## config.mk

```make
export PLATFORM = sky130hd
export DESIGN_NAME = sample_reader_flat
export DESIGN_NICKNAME = d
export VERILOG_FILES = /design/src/rtl/sample_reader_if.sv /design/src/rtl/sample_reader.sv /design/src/flat_wrapper.sv
export SDC_FILE = /design/constraint.sdc
export NUM_CORES = 1
export LEC_CHECK = 0
export ABC_AREA = 0
export ABC_CLOCK_PERIOD_IN_PS = 8200
export CORE_MARGIN = 2
export CORE_UTILIZATION = 45
export CTS_BUF_LIST = sky130_fd_sc_hd__clkbuf_2
export DETAILED_ROUTE_END_ITERATION = 8
export PLACE_DENSITY_LB_ADDON = 0.12
export SLEW_MARGIN = 40
export SYNTH_ARGS = -nofsm -noshare
export SYNTH_HDL_FRONTEND = slang
export SYNTH_SLANG_ARGS = --single-unit
```

## constraint.sdc

```tcl
create_clock -name clk -period 8.2 [get_ports clk]
set_input_delay 2.46 -clock clk [delete_from_list [all_inputs] [get_ports clk]]
set_output_delay 2.46 -clock clk [all_outputs]
set_load 0.01 [all_outputs]
```

## src/rtl/sample_reader_if.sv

```systemverilog
// Stream bundle between the sample reader and the DRAM / playback side:
// chunk-address requests out, 128-bit chunks in, 16-bit samples out.
interface sample_reader_if;
    logic         read_addr_tvalid;
    logic         read_addr_tready;
    logic [23:0]  read_addr_tdata;

    logic         chunk_axis_tvalid;
    logic         chunk_axis_tready;
    logic [127:0] chunk_axis_tdata;

    logic         sample_axis_tvalid;
    logic         sample_axis_tready;
    logic [15:0]  sample_axis_tdata;
    logic         sample_axis_tlast;

    modport master (
        output read_addr_tvalid,
        output read_addr_tdata,
        input  read_addr_tready,
        input  chunk_axis_tvalid,
        input  chunk_axis_tdata,
        output chunk_axis_tready,
        output sample_axis_tvalid,
        output sample_axis_tdata,
        output sample_axis_tlast,
        input  sample_axis_tready
    );

    modport slave (
        input  read_addr_tvalid,
        input  read_addr_tdata,
        output read_addr_tready,
        output chunk_axis_tvalid,
        output chunk_axis_tdata,
        input  chunk_axis_tready,
        input  sample_axis_tvalid,
        input  sample_axis_tdata,
        input  sample_axis_tlast,
        output sample_axis_tready
    );
endinterface

```

## src/rtl/sample_reader.sv

```systemverilog
// Instrument sample reader: fetches an instrument's chunk range from DRAM
// and unstacks each 128-bit chunk into eight 16-bit samples.
module sample_reader #(
    parameter int INSTRUMENT_COUNT = 8,
    parameter int MAX_OUTSTANDING  = 4,
    localparam int ID_W  = (INSTRUMENT_COUNT > 1) ?
                           $clog2(INSTRUMENT_COUNT) : 1,
    localparam int OUT_W = $clog2(MAX_OUTSTANDING + 1)
) (
    input  logic                          clk,
    input  logic                          rst,
    input  logic [INSTRUMENT_COUNT:0][23:0] addr_offsets,
    input  logic                          addr_offsets_valid,
    input  logic                          trigger_valid,
    input  logic [ID_W-1:0]               trigger_id,
    sample_reader_if.master               bus,
    output logic                          busy
);

    localparam logic [1:0] IDLE  = 2'd0;
    localparam logic [1:0] RUN   = 2'd1;
    localparam logic [1:0] DRAIN = 2'd2;

    logic [1:0]       state;
    logic [23:0]      req_addr;
    logic [23:0]      end_addr;
    logic [23:0]      rx_addr;
    logic [23:0]      pend_start;
    logic [23:0]      pend_end;
    logic [OUT_W-1:0] outstanding;
    logic [127:0]     holder;
    logic [2:0]       idx;
    logic             full;
    logic             last_chunk;
    logic             addr_hold;

    logic        id_ok;
    logic        accept;
    logic [23:0] off_start;
    logic [23:0] off_end;
    logic [23:0] nxt_start;
    logic [23:0] nxt_end;
    logic        room;
    logic        rd_hs;
    logic        ck_hs;
    logic        sm_hs;
    logic        last_hs;
    logic        drained;

    always_comb begin
        off_start = '0;
        off_end   = '0;
        for (int i = 0; i < INSTRUMENT_COUNT; i++) begin
            if (trigger_id == ID_W'(i)) begin
                off_start = addr_offsets[i];
                off_end   = addr_offsets[i+1];
            end
        end
    end

    assign id_ok  = int'(trigger_id) < INSTRUMENT_COUNT;
    assign accept = trigger_valid && addr_offsets_valid && id_ok;

    // A trigger in the exit cycle of DRAIN supersedes the stored one
    assign nxt_start = accept ? off_start : pend_start;
    assign nxt_end   = accept ? off_end   : pend_end;

    assign room = outstanding < OUT_W'(MAX_OUTSTANDING);

    always_comb begin
        bus.read_addr_tvalid = 1'b0;
        case (state)
            RUN:     bus.read_addr_tvalid = (req_addr < end_addr) && room;
            DRAIN:   bus.read_addr_tvalid = addr_hold;
            default: bus.read_addr_tvalid = 1'b0;
        endcase
    end

    assign bus.read_addr_tdata = req_addr;

    assign bus.sample_axis_tvalid = (state == RUN) && full;
    assign bus.sample_axis_tdata  = holder[{idx, 4'b0000} +: 16];
    assign bus.sample_axis_tlast  = bus.sample_axis_tvalid &&
                                    (idx == 3'd7) && last_chunk;

    assign rd_hs   = bus.read_addr_tvalid && bus.read_addr_tready;
    assign sm_hs   = bus.sample_axis_tvalid && bus.sample_axis_tready;
    assign last_hs = sm_hs && bus.sample_axis_tlast;

    always_comb begin
        bus.chunk_axis_tready = 1'b0;
        case (state)
            RUN:     bus.chunk_axis_tready = !full ||
                                             (sm_hs && idx == 3'd7);
            DRAIN:   bus.chunk_axis_tready = 1'b1;
            default: bus.chunk_axis_tready = 1'b0;
        endcase
    end

    assign ck_hs   = bus.chunk_axis_tvalid && bus.chunk_axis_tready;
    assign drained = (outstanding == '0) && !ck_hs &&
                     !bus.read_addr_tvalid;

    assign busy = state != IDLE;

    always_ff @(posedge clk) begin
        if (rst) begin
            state       <= IDLE;
            req_addr    <= '0;
            end_addr    <= '0;
            rx_addr     <= '0;
            pend_start  <= '0;
            pend_end    <= '0;
            outstanding <= '0;
            holder      <= '0;
            idx         <= '0;
            full        <= 1'b0;
            last_chunk  <= 1'b0;
            addr_hold   <= 1'b0;
        end else begin
            if (rd_hs && !ck_hs) begin
                outstanding <= outstanding + OUT_W'(1);
            end else if (ck_hs && !rd_hs && outstanding != '0) begin
                outstanding <= outstanding - OUT_W'(1);
            end

            // A presented request stays up until taken, even into DRAIN
            addr_hold <= bus.read_addr_tvalid && !bus.read_addr_tready;

            if (rd_hs) begin
                req_addr <= req_addr + 24'd1;
            end

            case (state)
                IDLE: begin
                    if (accept && off_start < off_end) begin
                        state    <= RUN;
                        req_addr <= off_start;
                        rx_addr  <= off_start;
                        end_addr <= off_end;
                    end
                end
                RUN: begin
                    if (ck_hs) begin
                        holder     <= bus.chunk_axis_tdata;
                        full       <= 1'b1;
                        idx        <= 3'd0;
                        last_chunk <= (rx_addr + 24'd1) == end_addr;
                        rx_addr    <= rx_addr + 24'd1;
                    end else if (sm_hs) begin
                        if (idx == 3'd7) begin
                            full <= 1'b0;
                        end
                        idx <= idx + 3'd1;
                    end
                    if (accept) begin
                        pend_start <= off_start;
                        pend_end   <= off_end;
                        full       <= 1'b0;
                        state      <= DRAIN;
                    end else if (last_hs) begin
                        full  <= 1'b0;
                        state <= IDLE;
                    end
                end
                DRAIN: begin
                    if (drained) begin
                        if (nxt_start < nxt_end) begin
                            state    <= RUN;
                            req_addr <= nxt_start;
                            rx_addr  <= nxt_start;
                            end_addr <= nxt_end;
                        end else begin
                            state <= IDLE;
                        end
                    end else if (accept) begin
                        pend_start <= off_start;
                        pend_end   <= off_end;
                    end
                end
                default: state <= IDLE;
            endcase
        end
    end

endmodule
```

## src/flat_wrapper.sv

```systemverilog
// flat-port wrapper written by rule: the top's interface ports become plain ports
module sample_reader_flat 
#(
    parameter int INSTRUMENT_COUNT = 8,
    parameter int MAX_OUTSTANDING  = 4,
    localparam int ID_W  = (INSTRUMENT_COUNT > 1) ?
                           $clog2(INSTRUMENT_COUNT) : 1,
    localparam int OUT_W = $clog2(MAX_OUTSTANDING + 1)
)
  (clk, rst, addr_offsets, addr_offsets_valid, trigger_valid, trigger_id, busy, bus_read_addr_tvalid, bus_read_addr_tdata, bus_read_addr_tready, bus_chunk_axis_tvalid, bus_chunk_axis_tdata, bus_chunk_axis_tready, bus_sample_axis_tvalid, bus_sample_axis_tdata, bus_sample_axis_tlast, bus_sample_axis_tready);
  sample_reader_if bus_i ();
  input  logic clk;
  input  logic rst;
  input  logic [INSTRUMENT_COUNT:0][23:0] addr_offsets;
  input  logic addr_offsets_valid;
  input  logic trigger_valid;
  input  logic [ID_W-1:0] trigger_id;
  output logic busy;
  output wire logic [$bits(bus_i.read_addr_tvalid)-1:0] bus_read_addr_tvalid;
  output wire logic [$bits(bus_i.read_addr_tdata)-1:0] bus_read_addr_tdata;
  input wire logic [$bits(bus_i.read_addr_tready)-1:0] bus_read_addr_tready;
  input wire logic [$bits(bus_i.chunk_axis_tvalid)-1:0] bus_chunk_axis_tvalid;
  input wire logic [$bits(bus_i.chunk_axis_tdata)-1:0] bus_chunk_axis_tdata;
  output wire logic [$bits(bus_i.chunk_axis_tready)-1:0] bus_chunk_axis_tready;
  output wire logic [$bits(bus_i.sample_axis_tvalid)-1:0] bus_sample_axis_tvalid;
  output wire logic [$bits(bus_i.sample_axis_tdata)-1:0] bus_sample_axis_tdata;
  output wire logic [$bits(bus_i.sample_axis_tlast)-1:0] bus_sample_axis_tlast;
  input wire logic [$bits(bus_i.sample_axis_tready)-1:0] bus_sample_axis_tready;
  assign bus_read_addr_tvalid = bus_i.read_addr_tvalid;
  assign bus_read_addr_tdata = bus_i.read_addr_tdata;
  assign bus_i.read_addr_tready = bus_read_addr_tready;
  assign bus_i.chunk_axis_tvalid = bus_chunk_axis_tvalid;
  assign bus_i.chunk_axis_tdata = bus_chunk_axis_tdata;
  assign bus_chunk_axis_tready = bus_i.chunk_axis_tready;
  assign bus_sample_axis_tvalid = bus_i.sample_axis_tvalid;
  assign bus_sample_axis_tdata = bus_i.sample_axis_tdata;
  assign bus_sample_axis_tlast = bus_i.sample_axis_tlast;
  assign bus_i.sample_axis_tready = bus_sample_axis_tready;
  sample_reader #(.INSTRUMENT_COUNT(INSTRUMENT_COUNT), .MAX_OUTSTANDING(MAX_OUTSTANDING)) u_core (.clk(clk), .rst(rst), .addr_offsets(addr_offsets), .addr_offsets_valid(addr_offsets_valid), .trigger_valid(trigger_valid), .trigger_id(trigger_id), .bus(bus_i), .busy(busy));
endmodule
```

# Word-level counts from Yosys, hierarchy flattened

Cells that the tools add are included.

Add/subtract/negate cells: 5
Magnitude comparators: 4
Equal/unequal tests: 17
Shift operators: 1
Multiplexer cells: 53
Reductions and logical operators: 42

Operators with widths:

| kind                  | count |
|---|---|
| $mux 24               | 31 |
| $pmux 24 s2           | 4 |
| $shiftx 128x8->16     | 1 |
| $lt 24x24->1          | 3 |
| $pmux 24 s3           | 1 |
| $add 24x1->24 const B | 2 |
| $eq 24x24->1          | 1 |
| $logic_and 1x1->1     | 17 |
| $eq 3x3->1 const B    | 5 |
| $mux 3                | 4 |
| $reduce_bool 2->1     | 5 |
| $mux 2                | 4 |
| $ne 2x1->1 const B    | 4 |
| $reduce_bool 4->1     | 2 |
| $add 3x1->3 const B   | 2 |
| $eq 3x2->1 const B    | 2 |
| $logic_not 3->1       | 2 |
| $mux 1                | 6 |
| $pmux 2 s3            | 1 |
| $reduce_and 2->1      | 3 |
| $reduce_and 3->1      | 2 |
| $reduce_bool 3->1     | 2 |
| $logic_not 1->1       | 5 |
| $reduce_and 5->1      | 1 |
| 11 further kinds      | 12 |

Register bits after elaboration: 259
Input bits: 354
Output and inout port bits: 45
Logic and storage cells: 134

# Depth between registers and ports, before layout

Depth after elaboration: 14
Depth in mapped cells: 22
Depth with buffers taken out: 15

# Worst setup path before layout

Ideal clock, no wire load.

Kind: input -> register
Start point: input port trigger_id[0]
End point: register u_core.rx_addr[10]
Setup time: 0.121 ns
Arrival time: 6.320 ns
Required time: 8.079 ns
Setup slack: 1.758 ns
Stages on the path: 20
Cells stage by stage: buf_4 -> buf_4 -> buf_4 -> buf_2 -> mux4_2 -> mux2i_1 -> o21ai_0 -> inv_1 -> ha_1 -> nand4_1 -> nor4_1 -> a22oi_1 -> o211ai_1 -> or2_0 -> buf_2 -> o21ai_4 -> and3_1 -> buf_2 -> buf_6 -> mux2_4

Word-level cells in the longest chain between the ends: 13
Elaborated cells between the ends (all ways): 36

RTL lines:

| what                                                             | line                 | RTL |
|---|---|---|
| start: declaration                                               | flat_wrapper.sv:17   | `input logic [ID_W-1:0] trigger_id;` |
| $logic_not 3->1                                                  | sample_reader.sv:54  | `if (trigger_id == ID_W'(i)) begin` |
| $mux 24 (8 in series)                                            | sample_reader.sv:54  |  |
| $mux 24 (tied with other cells)                                  | -                    |  |
| $lt 24x24->1 (tied with other cells)                             | sample_reader.sv:168 | `if (nxt_start < nxt_end) begin` |
| $ne 2x1->1 (no line) / $mux 24 (equally long branches)           | -                    |  |
| $reduce_and 5->1 (no line) / $pmux 24 s3 (equally long branches) | -                    |  |
| end signal: assignment                                           | sample_reader.sv:139 | `rx_addr <= off_start;` |
| end signal: assignment                                           | sample_reader.sv:149 | `rx_addr <= rx_addr + 24'd1;` |
| end signal: assignment                                           | sample_reader.sv:171 | `rx_addr <= nxt_start;` |
| end: declaration                                                 | sample_reader.sv:27  | `logic [23:0] rx_addr;` |

Several ways; a longest one is shown, not always the timed one. The select of a mux whose other input is x is not followed.
A chain may end at the register's enable or synchronous reset.

# Final worst setup path

Start point: input port trigger_id[0]
End point: register u_core.end_addr[17]

Word-level cells in the longest chain between the ends: 13
Elaborated cells between the ends (all ways): 36

RTL lines:

| what                                                             | line                 | RTL |
|---|---|---|
| $logic_not 3->1                                                  | sample_reader.sv:54  |  |
| $mux 24 (8 in series)                                            | sample_reader.sv:54  |  |
| $mux 24 (tied with other cells)                                  | -                    |  |
| $lt 24x24->1 (tied with other cells)                             | sample_reader.sv:168 |  |
| $ne 2x1->1 (no line) / $mux 24 (equally long branches)           | -                    |  |
| $reduce_and 4->1 (no line) / $pmux 24 s2 (equally long branches) | -                    |  |
| end signal: assignment                                           | sample_reader.sv:140 | `end_addr <= off_end;` |
| end signal: assignment                                           | sample_reader.sv:172 | `end_addr <= nxt_end;` |
| end: declaration                                                 | sample_reader.sv:26  | `logic [23:0] end_addr;` |

Several ways; a longest one is shown, not always the timed one. The select of a mux whose other input is x is not followed.

==> impl_table.tex <==
\begin{tabular}{lr}
\hline
Metric & Value \\
\hline
\multicolumn{2}{l}{\textbf{Run status}} \\
\quad Status & finished, final reports clean \\
\multicolumn{2}{l}{\textbf{STA}} \\
\quad Clock skew after layout & 0.0474 ns \\
\quad Final TNS setup & 0 ns \\
\quad Number of hold-slack violations in the final timing report & 0 \\
\quad Crit path time final & 6.62 ns \\
\quad Upper clock frequency limit & 151 MHz \\
\quad Total of endpoints with negative setup slack in the final report & 0 \\
\quad Worst slew margin & 0.433 \\
\quad Fin. max-slew vios & 0 \\
\quad Transition time of the tightest slew-check pin & 0.846 ns \\
\quad Crit share post-route & 0.808 \\
\quad RSZ-0062 raised after global routing & no \\
\multicolumn{2}{l}{\textbf{Power and ir drop}} \\
\quad Static leakage power & 0.00836 µW \\
\quad Internal portion of total power & 2460 µW \\
\quad Switching component of the power & 1690 µW \\
\quad Proportion of power drawn by flip-flops and latches & 0.361 \\
\quad Peak supply drop & 0.0888 mV \\
\quad Fraction of power consumed by the clock network & 0.232 \\
\quad Combinational share of power & 0.406 \\
\quad Fraction of power spent switching nets & 0.408 \\
\quad Power density over the cells & 178 nW/µm² \\
\multicolumn{2}{l}{\textbf{Die}} \\
\quad Site row count & 73 \\
\quad Height of the die & 206 µm \\
\quad Initial cell density of the core & 0.458 \\
\quad Core area & 39900 µm² \\
\quad Total Die Area & 42300 µm² \\
\quad Number of placed I/O pins & 399 \\
\quad Die Span X & 206 µm \\
\multicolumn{2}{l}{\textbf{CTS}} \\
\quad CTS tree & built \\
\quad Clock net sink count & 259 \\
\quad Max Buffers Root-to-Sink & 3 \\
\quad Clock buffer count from CTS & 72 \\
\quad Clock transition at the registers of the reported paths & 0.09 ns \\
\quad Post-cts hold buffer count & 0 \\
\quad H-Tree Level Count & 3 \\
\quad Source-to-sink clock delay at the later pin of the worst-skew pair & 0.98 ns \\
\quad Post-cts sizing count & 0 \\
\quad Number of post-CTS setup repair buffers & 0 \\
\quad Root cell of the clock tree & clkbuf\_2 \\
\multicolumn{2}{l}{\textbf{Setup path}} \\
\quad Cell repeated most along the worst path & buf\_4 \\
\quad Cell family with the largest share of critical-path delay & compound AO/OA/AOI/OAI gates \\
\quad Critical Path RT & 9.06 ns \\
\quad Critical Path Start Type & input port \\
\quad Largest fanout on the critical path & 36 \\
\quad Slowest cell on the critical path & o2bb2ai\_1 \\
\quad WP buf/inv & 4 \\
\quad Critical path start-end classification & in -> reg \\
\quad Delay contributed by the slowest stage of the critical path & 0.63 ns \\
\quad Arrival time of data at the critical path endpoint & 7.48 ns \\
\quad Critical path cell sequence & buf\_6 > buf\_4 > buf\_4 > mux2i\_1 > nor2\_1 > o41a\_1 > or2\_2 > ha\_1 > nand4\_1 > nor4\_1 > nand4\_1 > o2bb2ai\_1 > nor3\_2 > buf\_4 > a21oi\_2 > nor2\_1 > a211oi\_1 \\
\quad Worst setup EP type & register \\
\multicolumn{2}{l}{\textbf{Detailed routing}} \\
\quad Number of design-rule violations left by the first detailed-router iteration & 2039 \\
\quad Routed via count & 19562 \\
\quad Drc violations & 0 \\
\quad Via-to-Cell Ratio & 6.13 \\
\quad Remaining number of nets flagged by the antenna check after routing & 0 \\
\quad Detailed Routing Iterations Pass 1 & 6 \\
\quad Avg WL per Cell & 23.0 µm \\
\quad Final WL & 73.4 mm \\
\multicolumn{2}{l}{\textbf{Placement}} \\
\quad Cell area after placement & 22700 µm² \\
\quad HPWL reported at the end of detailed placement & 56.8 mm \\
\quad Count of buffers inserted at the top-level ports & 398 \\
\quad Global placer's final weighted congestion & 0.957 \\
\quad Placed Cells incl. Taps & 3067 \\
\multicolumn{2}{l}{\textbf{Synthesis}} \\
\quad Gate count after technology mapping & 2255 \\
\quad Synthesized net count & 2687 \\
\quad Number of flops mapped to enable cells by yosys & 0 \\
\quad Post-Synthesis Mean Instance Area & 8.11 µm² \\
\quad Flops \& latches, synth & 259 \\
\quad Ys Warns & 0 \\
\quad Synth Flop Type & dfxtp\_1 \\
\quad Count of distinct cell types in the synthesized netlist & 91 \\
\quad Share of the yosys chip area belonging to registers & 0.284 \\
\quad Share of flip-flops with an asynchronous set or reset after synthesis & 0 \\
\quad Synthesized area & 18300 µm² \\
\multicolumn{2}{l}{\textbf{GRT}} \\
\quad Pin count of the biggest net entering global routing & 95 \\
\quad Global-route wire length before repair & 109 mm \\
\quad Number of antenna violations at the first check in global routing & 6 \\
\quad Total grt overflow & 0 \\
\quad Global routing usage summed across all routing layers & 0.339 \\
\quad Via count of the first global-routing pass & 18567 \\
\multicolumn{2}{l}{\textbf{Worst hold path}} \\
\quad Class of the most critical hold timing path & reg -> reg \\
\multicolumn{2}{l}{\textbf{Layout}} \\
\quad Fin nets & 3048 \\
\quad Final cell utilization of the core & 0.585 \\
\quad Final non-filler cell area & 23400 µm² \\
\quad Syn-to-layout area delta & 27.8\% \\
\quad Number of standard cells in the final layout excluding fillers & 3189 \\
\quad Fraction of final layout cells sized beyond drive strength 1 & 0.122 \\
\multicolumn{2}{l}{\textbf{Job}} \\
\quad Max-cap violations & 0 \\
\hline
\end{tabular}
==> stage by stage <==
step / power, µW / setup slack, ns / hold slack [ns]
final: 4150 / 1.58 / 0.448
after global routing: 4360 / 1.33 / 0.466
after CTS: 4120 / 1.61 / 0.452
after detailed placement: 3160 / 0.736 / 0.441
after global placement: 3130 / 0.872 / 0.438
after floorplan: 2510 / 1.76 / 0.427
==> worst paths after layout <==
| path | from | to | slack (ns) | depth (start not counted) |
|---|---|---|---|---|
| setup / recovery | trigger_id[0] | u_core.end_addr[17]$_SDFFE_PP0P_ | 1.58 | 17 |
| hold / removal | u_core.pend_start[14]$_SDFFE_PP0P_ | u_core.pend_start[14]$_SDFFE_PP0P_ | 0.45 | 2 |
| setup reg to reg | u_core.idx[0]$_SDFFE_PP0P_ | u_core.rx_addr[3]$_SDFFE_PP0P_ | 3.88 | 11 |
| hold reg to reg | u_core.pend_start[14]$_SDFFE_PP0P_ | u_core.pend_start[14]$_SDFFE_PP0P_ | 0.45 | 2 |
==> power by group through the flow <==
| stage | combinational [µW] | sequential (µW) | clock (µW) |
|---|---|---|---|
| 2_1_floorplan | 1020 | 1490 | 0 |
| 3_3_place_gp | 1610 | 1520 | 0 |
| 3_5_place_dp | 1640 | 1520 | 0 |
| 4_1_cts | 1650 | 1490 | 974 |
| 5_1_grt | 1800 | 1510 | 1040 |
| 6_report | 1690 | 1500 | 963 |
==> routing by layer <==
metal / routed length, µm / global-route usage
met1: 30500 / 0.462
met2: 33800 / 0.539
met3: 6890 / 0.0626
met4: 2170 / 0.116
met5: 13 / 0
==> sequential cells by signal (all words and copies together), names as in the netlist <==
register	cells
u_core.pend_end	24
u_core.bus.read_addr_tdata	24
u_core.full	1
u_core.rx_addr	24
u_core.pend_start	24
u_core.holder	128
u_core.addr_hold	1
u_core.idx	3
u_core.last_chunk	1
u_core.state	2
u_core.end_addr	24
u_core.outstanding	3
==> cells in the mapped netlist (12+ instances only) <==
library cell | instances | area share
nand2_1 | 448 | 0.092
a21oi_1 | 269 | 0.074
dfxtp_1 | 259 | 0.28
nor2_1 | 125 | 0.026
clkbuf_1 | 117 | 0.024
mux2i_1 | 84 | 0.046
ha_1 | 77 | 0.053
mux4_2 | 73 | 0.090
inv_1 | 64 | 0.013
nand3_1 | 48 | 0.013
mux2_2 | 47 | 0.029
xnor2_1 | 47 | 0.023
a211oi_1 | 42 | 0.017
nor3_1 | 39 | 0.011
o21ai_0 | 37 | 0.010
o22ai_1 | 35 | 0.012
o21ai_1 | 34 | 0.0093
buf_2 | 27 | 0.0074
nand4_1 | 22 | 0.0075
nor2b_1 | 20 | 0.0068
and2_1 | 19 | 0.0065
o211ai_1 | 19 | 0.0078
xor2_1 | 19 | 0.0091
buf_1 | 15 | 0.0031
nand2b_1 | 15 | 0.0051
a31oi_1 | 13 | 0.0044
nor4_1 | 13 | 0.0044
o221ai_1 | 13 | 0.0062
a22oi_1 | 12 | 0.0049
a2bb2oi_1 | 12 | 0.0057
mux2_1 | 12 | 0.0074
==> final cells by class <==
type                       instances  area (µm²)
clock inverter                    17         124
sequential                       259        5190
timing repair buffer             460        4480
antenna                            6        15.0
tap                              525         657
inverter                          67         251
fill                            3625       16600
clock buffer                      99         495
multi-input combinational       1756       12100
==> layout by cell type, fill, tap and decap left out, types with 14 or more instances in the layout <==
cell type        instances
clkbuf_2                99
xor2_1                  19
nor2b_1                 20
nand2b_1                15
dfxtp_1                257
and2_1                  19
a211oi_1                42
xnor2_1                 47
nand4_1                 22
nor2_1                 123
a21oi_1                269
o211ai_1                19
clkdlybuf4s50_1        394
nor3_1                  39
nand2_1                446
ha_1                    76
mux2_2                  47
mux4_2                  73
o21ai_1                 34
inv_1                   63
clkinv_1                14
buf_4                   56
o22ai_1                 35
nand3_1                 48
mux2i_1                 84
o21ai_0                 37
==> kinds of logic after synthesis <==
| group | after synthesis | share of synthesized area |
|---|---|---|
| compound gates | 606 | 0.213 |
| flops | 259 | 0.284 |
| buf+inv | 240 | 0.0546 |
| simple gates | 785 | 0.187 |
| mux | 221 | 0.177 |
| xor+xnor | 66 | 0.0316 |
| fa+ha+maj | 78 | 0.0538 |
==> worst min-delay path: stages (launching register included) <==
cell,delay [ns]
dfxtp_1,0.31
nand2_1,0.05
a21oi_1,0.05
No activity file was read; power rests on OpenSTA's default activity.
